===== src/rtl/padder_200_pkg.sv =====
// Shared constants and state encoding for the keccak-f[200] input padder.
package padder_200_pkg;

  localparam int RATE_BYTES = 12;
  localparam int RATE_BITS  = 8 * RATE_BYTES;

  localparam logic [7:0] PAD_FINAL = 8'h80;

  localparam logic [7:0] SUFFIX_KECCAK = 8'h01;
  localparam logic [7:0] SUFFIX_SHA3   = 8'h06;
  localparam logic [7:0] SUFFIX_SHAKE  = 8'h1F;

  typedef enum logic [1:0] {
    ABSORB,
    PAD_EXTRA,
    LAST_WAIT,
    DONE
  } state_t;

endpackage


===== src/rtl/padder_200_fill.sv =====
// Pad-byte vector and slot mask for a final block whose first n slots hold data.
module padder_200_fill
  import padder_200_pkg::*;
#(
  parameter logic [7:0] SUFFIX = SUFFIX_KECCAK
) (
  input  logic [3:0]           n,
  output logic [RATE_BITS-1:0] pad,
  output logic [RATE_BITS-1:0] mask
);

  // Slots at or beyond n are owned by padding; n == RATE_BYTES means a pure data block.
  always_comb begin
    pad  = '0;
    mask = '0;
    for (int k = 0; k < RATE_BYTES; k++) begin
      if (k == int'(n)) pad[RATE_BITS-1-8*k -: 8] = SUFFIX;
      if (k >= int'(n)) mask[RATE_BITS-1-8*k -: 8] = 8'hFF;
    end
    if (int'(n) < RATE_BYTES) pad[7:0] = pad[7:0] | PAD_FINAL;
  end

endmodule


===== src/rtl/padder_200.sv =====
// Byte-stream collector and multi-rate padder feeding the keccak-f[200] permutation.
module padder_200
  import padder_200_pkg::*;
#(
  parameter logic [7:0] SUFFIX = SUFFIX_KECCAK
) (
  input  logic                 clk,
  input  logic                 rst,
  input  logic [7:0]           in,
  input  logic                 byte_valid,
  input  logic                 in_ready,
  input  logic                 is_last,
  output logic                 buffer_full,
  output logic [RATE_BITS-1:0] out,
  output logic                 out_ready,
  input  logic                 f_ack,
  output logic                 done
);

  state_t               state;
  logic [3:0]           count;
  logic [3:0]           n;
  logic [RATE_BITS-1:0] merged;
  logic [RATE_BITS-1:0] pad;
  logic [RATE_BITS-1:0] mask;

  assign n           = count + {3'b000, byte_valid};
  assign buffer_full = out_ready;

  padder_200_fill #(.SUFFIX(SUFFIX)) u_fill (
    .n    (n),
    .pad  (pad),
    .mask (mask)
  );

  // The block register doubles as the collection buffer; the incoming byte lands in slot count.
  always_comb begin
    merged = out;
    for (int k = 0; k < RATE_BYTES; k++) begin
      if (byte_valid && (k == int'(count))) merged[RATE_BITS-1-8*k -: 8] = in;
    end
  end

  always_ff @(posedge clk) begin
    if (rst) begin
      state     <= ABSORB;
      count     <= '0;
      out       <= '0;
      out_ready <= 1'b0;
      done      <= 1'b0;
    end else begin
      case (state)
        ABSORB: begin
          if (out_ready) begin
            if (f_ack) begin
              out_ready <= 1'b0;
              out       <= '0;
              count     <= '0;
            end
          end else if (in_ready) begin
            if (is_last) begin
              out       <= (merged & ~mask) | pad;
              out_ready <= 1'b1;
              count     <= '0;
              state     <= (n == 4'(RATE_BYTES)) ? PAD_EXTRA : LAST_WAIT;
            end else if (byte_valid) begin
              out <= merged;
              if (count == 4'(RATE_BYTES - 1)) begin
                count     <= '0;
                out_ready <= 1'b1;
              end else begin
                count <= count + 4'd1;
              end
            end
          end
        end
        // Message ended exactly on a block boundary: padding needs a whole block of its own.
        PAD_EXTRA: begin
          if (f_ack) begin
            out   <= {SUFFIX, 80'h0, PAD_FINAL};
            state <= LAST_WAIT;
          end
        end
        LAST_WAIT: begin
          if (f_ack) begin
            out_ready <= 1'b0;
            out       <= '0;
            done      <= 1'b1;
            state     <= DONE;
          end
        end
        DONE: begin
        end
      endcase
    end
  end

endmodule


===== config.mk =====
export PLATFORM = sky130hd
export DESIGN_NAME = padder_200
export DESIGN_NICKNAME = d
export VERILOG_FILES = /design/src/rtl/padder_200_pkg.sv /design/src/rtl/padder_200_fill.sv /design/src/rtl/padder_200.sv
export SDC_FILE = /design/constraint.sdc
export NUM_CORES = 1
export LEC_CHECK = 0
export BUFFER_PORTS_ARGS = -buffer_cell sky130_fd_sc_hd__buf_4
export CAP_MARGIN = 40
export CORE_MARGIN = 2
export CORE_UTILIZATION = 59
export CTS_CLUSTER_SIZE = 24
export DETAILED_ROUTE_END_ITERATION = 10
export PLACE_DENSITY_LB_ADDON = 0.3
export SYNTH_ARGS = -nofsm -noshare
export SYNTH_HDL_FRONTEND = slang
export SYNTH_HIERARCHICAL = 1
export SYNTH_SLANG_ARGS = --single-unit

===== constraint.sdc =====
create_clock -name clk -period 5.21 [get_ports clk]
set_input_delay 1.042 -clock clk [delete_from_list [all_inputs] [get_ports clk]]
set_output_delay 1.042 -clock clk [all_outputs]
set_load 0.05 [all_outputs]

Word level (Yosys, flattened, before mapping)
Index checks and enable logic that the tools add are counted.
{ "word_totals": {"regBits": 104, "latch_bits": 0, "mem_bits_rw": 0, "romBits": 0, "in_bits": 14, "output_inout_bits": 99, "mem_count": 0} }
{ "op_classes": {"add_sub_neg": 2, "n_mul": 0, "n_div": 0, "magnitude_cmp": 13, "n_eq_ne": 34, "shifts": 0, "muxes": 65, "n_bitwise": 3, "reduce_logical": 24} }
{ "ops": {"columns": ["operator", "n"], "rows": [
  ["$mux 96", 6],
  ["$pmux 96 s3", 1],
  ["$mux 8", 25],
  ["$and 96x96->96", 1],
  ["$not 96->96", 1],
  ["$or 96x96->96", 1],
  ["$eq 4x4->1 const A", 16],
  ["$mux 4", 6],
  ["$mux 1", 19],
  ["$eq 3x4->1 const A", 4],
  ["$ge 3x4->1 const A", 4],
  ["$ge 4x4->1 const A", 4],
  ["$logic_and 1x1->1", 12],
  ["$mux 2", 6],
  ["$ne 2x2->1 const B", 5],
  ["$eq 2x4->1 const A", 2],
  ["$eq 4x4->1 const B", 2],
  ["$ge 1x4->1 const A", 2],
  ["$ge 2x4->1 const A", 2],
  ["$logic_not 4->1", 2],
  ["$reduce_and 4->1", 2],
  ["$pmux 2 s3", 1],
  ["$reduce_and 6->1", 1],
  ["$reduce_bool 3->1", 2],
  ["12 further kinds", 14]
]} }

Depth between registers and ports, before layout
{ "logic_depth": {"depth_word": 10, "mapped_depth": 11, "ltp_nobuf": 9} }

Modules after synthesis
Netlist, hierarchy kept.
{ "modules_own_cells": {"columns": ["mod", "instances", "cells_per_inst", "area_per_inst_um2", "seq_area_each_um2"], "rows": [
  ["padder_200", 1, 838, 6157.2, 2082.0],
  ["padder_200_fill", 1, 208, 1477.7, 0.0]
]} }

Least setup slack after synthesis
OpenSTA, ideal clock, no wires.
{ "synth_path": {"kind": "input to register", "from": "input port byte_valid", "to": "register out[77]", "arrival_time_ns": 2.935, "required_ns": 5.093, "path_slack_ns": 2.158, "stages": 10, "cell_sequence": "ha_1 > ha_1 > xor2_1 > buf_2 > a211oi_1 > buf_4 > nand2_1 > nand3_1 > o211ai_1 > a22o_1"} }
{ "synth_between": {"elab_chain_cells": 10, "word_cells_on_any_way": 15} }
{ "synth_lines": {"columns": ["element", "line_no", "source"], "rows": [
  ["start, declared", "padder_200.sv:10", "input logic byte_valid,"],
  ["$add 4x1->4", "padder_200.sv:27", "assign n = count + {3'b000, byte_valid};"],
  ["via n[2]", "padder_200.sv:22", "logic [3:0] n;"],
  ["$ge 2x4->1", "padder_200_fill.sv:18", "if (k >= int'(n)) mask[RATE_BITS-1-8*k -: 8] = 8'hFF;"],
  ["$mux 8", "padder_200_fill.sv:18", null],
  ["via mask[77]", "padder_200.sv:25", "logic [RATE_BITS-1:0] mask;"],
  ["$not 96->96", "padder_200.sv:62", "out <= (merged & ~mask) | pad;"],
  ["$and 96x96->96", "padder_200.sv:62", null],
  ["$or 96x96->96", "padder_200.sv:62", null],
  ["$mux 96", "padder_200.sv:61", "if (is_last) begin"],
  ["$mux 96", "padder_200.sv:60", "end else if (in_ready) begin"],
  ["$mux 96", "padder_200.sv:54", "if (out_ready) begin"],
  ["$pmux 96 s3", "padder_200.sv:52", "case (state)"],
  ["end signal, assigned", "padder_200.sv:62", null],
  ["end signal, assigned", "padder_200.sv:67", "out <= merged;"],
  ["end signal, assigned", "padder_200.sv:80", "out <= {SUFFIX, 80'h0, PAD_FINAL};"],
  ["end, declared", "padder_200.sv:14", "output logic [RATE_BITS-1:0] out,"]
]} }
The timed path passes the listed nets, and every way through them passes these cells. The select of a mux whose other input is x is not followed.
A chain may end at the register's enable or synchronous reset.

Worst setup path after layout
{ "layout_path": {"from": "input port byte_valid", "to": "register out[88]"} }
{ "layout_between": {"elab_chain_cells": 10, "word_cells_on_any_way": 17} }
{ "layout_lines": {"columns": ["element", "line_no"], "rows": [
  ["$add 4x1->4", "padder_200.sv:27"],
  ["via n[2]", "padder_200.sv:22"],
  ["$ge 1x4->1", "padder_200_fill.sv:18"],
  ["$mux 8", "padder_200_fill.sv:18"],
  ["via mask[88]", "padder_200.sv:25"],
  ["$not 96->96", "padder_200.sv:62"],
  ["$and 96x96->96", "padder_200.sv:62"],
  ["$or 96x96->96", "padder_200.sv:62"],
  ["$mux 96", "padder_200.sv:61"],
  ["$mux 96", "padder_200.sv:60"],
  ["$mux 96", "padder_200.sv:54"],
  ["$pmux 96 s3", "padder_200.sv:52"]
]} }
The timed path passes the listed nets, and every way through them passes these cells. The select of a mux whose other input is x is not followed.

==> impl_results.md <==
- Compound-cell area share of the yosys netlist: 0.229
- Maximum level of the CTS H-tree: 3
- Most used cell, CP: sky130_fd_sc_hd__ha_1
- WL met1: ~8 mm
- Count of final max-slew check failures: 0
- Dominant combinational cell family by area after synthesis: simple AND/OR/NAND/NOR gates
- Tot Pwr: between 3 and 4 mW
- Synthesized cell area: between 7000 and 8000 um^2
- Simple-Gate Fraction of Synth Area: 0.256
- Sequential area share after synthesis: 0.273
- CTS clock-pin slew for the worst setup and hold paths: around 0.06 ns
- Crit path max-delay cell type: sky130_fd_sc_hd__nor3_2
- Worst vdd ir: between 0.0002 and 0.00025 V
- Overall die area: ~14,000 um^2
- Final routed wirelength across all metal layers: around 17 mm
- Number of vias per cell: between 5 and 6
- WP data arrival: approximately 3.4 ns
- Worst setup slack after layout: around 2 ns
- Iter 0 DRT Violations: approximately 490
- Via count of the first global-routing pass: between 5,000 and 6,000
- Maximum clock rate: between 300 and 400 MHz
- Worst slew margin relative to its limit: 0.481
- Horizontal die dimension: 118 um
- Max Clock Skew: between 0.004 and 0.005 ns
- Mux share of post-synthesis cell area: 0.00574
- Maximum number of pins on one net before global-route repair: 95
- Crit share post-route: 0.606
- CTS tree: done
- Post-Syn Area per Cell: around 7.3 um^2
- Family of cells with the greatest summed delay on the critical path: simple AND/OR/NAND/NOR gates
- Lkg Pwr: 3.48 nW
- Number of primary I/O pins: ~110
- Post-cts gate resize count: 0
- Detailed-route DRC error count: 0
- Unrepaired setup endpoints after global routing: no
- Hold Crit Class: flip-flop to flip-flop
- Slew @ Worst Pin: approximately 0.78 ns
- Chain of cells forming the critical path: buf_4 > ha_1 > ha_1 > xor2_1 > or2_1 > nor3_2 > a21oi_1 > a211o_1 > a22o_1
- Layout cell share with drive strength beyond 1: 0.145
- Overall die height: between 100 and 150 um
- Areal power density over the cells: between 400 and 500 nW/um^2
- Global Route Usage Sum: 0.245
- Dominant synthesized flop cell: sky130_fd_sc_hd__dfxtp_1
- Post-synthesis to final-layout area growth: 2.00%
- Clock root buffer: sky130_fd_sc_hd__clkbuf_16
- Starting density of the core: 0.605
- Sequential cell area: between 2000 and 2500 um^2
- Multi-input gate area in the final layout: approximately 4300 um^2
- FILL cells: roughly 1,200
- Met2 wire length: roughly 7.7 mm
- Core area: 12,600 um^2
- Type of element launching the critical path: primary input
- Synthesized flop and latch total: 104
- N_diodes: 0
- Final HPWL from detailed placement: ~11 mm
- Required @ worst endpoint: around 5.5 ns
- Number of antenna violations at the first check in global routing: 0
- Bufs on Longest Clock Path: 2
- Number of hold-slack violations in the final timing report: 0
- Total via count after detailed routing: around 6,600
- Clock net sink count: 104
- Final ANT Viol Nets: 0
- Nets@finish: approximately 1,000
- Setup violators final: 0
- Top layer in use: met4
- Result of the run: complete, no violations
- Cts-stage hold buffer count: 0
- Largest incremental delay on the critical path: 0.49 ns
- Type of destination of the critical path: flip-flop
- Pre-CTS worst setup slack: 1.68 ns
- Overall overflow remaining after global route: 0
- Count of different cell masters after synthesis: 48
- DP Cell Count: roughly 1,200
- Number of buffers inserted by port buffering: approximately 110
- Floorplan row count: 41
- Average routed wire per standard cell: between 10 and 15 um
- Global-route wire length before repair: 28.1 mm
- Worst-Skew Late Latency: around 0.36 ns
- EDFF count, synth: 0
- Post-synthesis share of cell area spent on full adders, half adders and majority gates: 0.0164
- Post-synthesis xor/xnor area fraction: 0.00229
- Clock period minus final worst setup slack: 3.16 ns
- Cell Count, Final, Fillers Out: 1,190
- Hold Worst Slack: 0.486 ns
- Post-synthesis cell count: 1,046
- Detailed Routing Iterations Pass 1: 5
- Share of flip-flops with an asynchronous set or reset after synthesis: 0
- Synthesis Warnings: 6
- Number of maximum-capacitance violations: 0
- Inserted Clock Buffers: 9
- Number of setup buffers added after CTS: 0
- Worst Setup Path Type: primary input to flip-flop
- WL met3: roughly 1.0 mm
- Accumulated negative setup slack: 0 ns
- Final weighted congestion in routability-driven placement: 0.880
- Buffers and inverters on the worst path: 1
- Largest fanout on the critical path: 14
state kept, by name, indices dropped and copies added, names as in the netlist:
register     cells
out             96
state            2
buffer_full      1
count            4
done             1
where the power goes:
part	switching (mW)	internal, mW
Clock	0.295	0.332
Sequential	0.147	0.964
Combinational	1.11	0.506
Total	1.56	1.80
layout make-up:
class                           instances  area share
Clock buffer                           13      0.0321
Clock inverter                          1    0.000643
Inverter                                6     0.00289
Multi-Input combinational cell        769       0.547
Sequential cell                       104       0.267
Tap cell                              172      0.0276
Timing Repair Buffer                  125       0.123
worst paths after layout:
| check | startpoint | endpoint | slack, ns | cells after the start |
|---|---|---|---|---|
| max | byte_valid | out[88] | 2.05 | 9 |
| min | done | done | 0.49 | 2 |
| max reg2reg | count[2] | out[88] | 2.48 | 6 |
| min reg2reg | done | done | 0.49 | 2 |
worst register-to-register path, cell delays in order (launching register included):
cell and delay, ns:
sky130_fd_sc_hd__dfxtp_1 0.71, sky130_fd_sc_hd__xor2_1 0.36, sky130_fd_sc_hd__or2_1 0.42, sky130_fd_sc_hd__nor3_2 0.49, sky130_fd_sc_hd__a21oi_1 0.15, sky130_fd_sc_hd__a211o_1 0.32
sky130_fd_sc_hd__a22o_1 0.19
per-stage QoR:
stage / utilization / area, um^2
after floorplan: - / 7940
after global placement: 0.594 / 7500
after detailed placement: 0.597 / 7530
after CTS: 0.617 / 7790
after global routing: 0.617 / 7790
final: 0.617 / 7790
cells in the mapped netlist (all sizes together), types with 2 or more instances:
cell type / number / area share
a211o: 2 / 0.0023
nor3: 4 / 0.0033
nand3: 99 / 0.065
a31oi: 2 / 0.0016
mux2: 3 / 0.0044
a21o: 2 / 0.0020
nor2b: 3 / 0.0025
o211ai: 94 / 0.092
nor2: 20 / 0.0098
o22ai: 2 / 0.0016
a21oi: 8 / 0.0052
o21ai: 4 / 0.0031
a311oi: 2 / 0.0023
buf: 198 / 0.19
nand4b: 9 / 0.010
dfxtp: 104 / 0.27
nand2b: 5 / 0.0041
nor4bb: 4 / 0.0052
nand3b: 3 / 0.0029
clkbuf: 51 / 0.025
nand2: 298 / 0.15
ha: 10 / 0.016
a221oi: 2 / 0.0031
or2: 2 / 0.0016
a22o: 96 / 0.11
nor4b: 2 / 0.0031
inv: 6 / 0.0029
logic make-up (layout without fill, tap and decap cells):
kind of cell,after synthesis,after routing
buffers and inverters,255,145
multiplexers,4,4
AND/OR/NAND/NOR,451,451
AO/OA/AOI/OAI,219,219
other,1,83
flip-flops,104,104
adder cells (fa/ha/maj),10,10
XOR/XNOR,2,2
layer usage:
metal	GRT usage	vias up
met1	0.328	3051
met5	0	-
met3	0.0484	39
met2	0.384	188
li1	-	3341
met4	0.103	0
placed cells by master (no fill, tap or decap), types with 10 or more instances in the layout:
| master | instances |
|---|---|
| sky130_fd_sc_hd__nand2_1 | 298 |
| sky130_fd_sc_hd__buf_4 | 123 |
| sky130_fd_sc_hd__dfxtp_1 | 104 |
| sky130_fd_sc_hd__nand3_1 | 99 |
| sky130_fd_sc_hd__a22o_1 | 96 |
| sky130_fd_sc_hd__o211ai_1 | 94 |
| sky130_fd_sc_hd__conb_1 | 83 |
| sky130_fd_sc_hd__nor2_1 | 20 |
| sky130_fd_sc_hd__ha_1 | 10 |
Note: power is estimated with default switching activity, not from simulation.
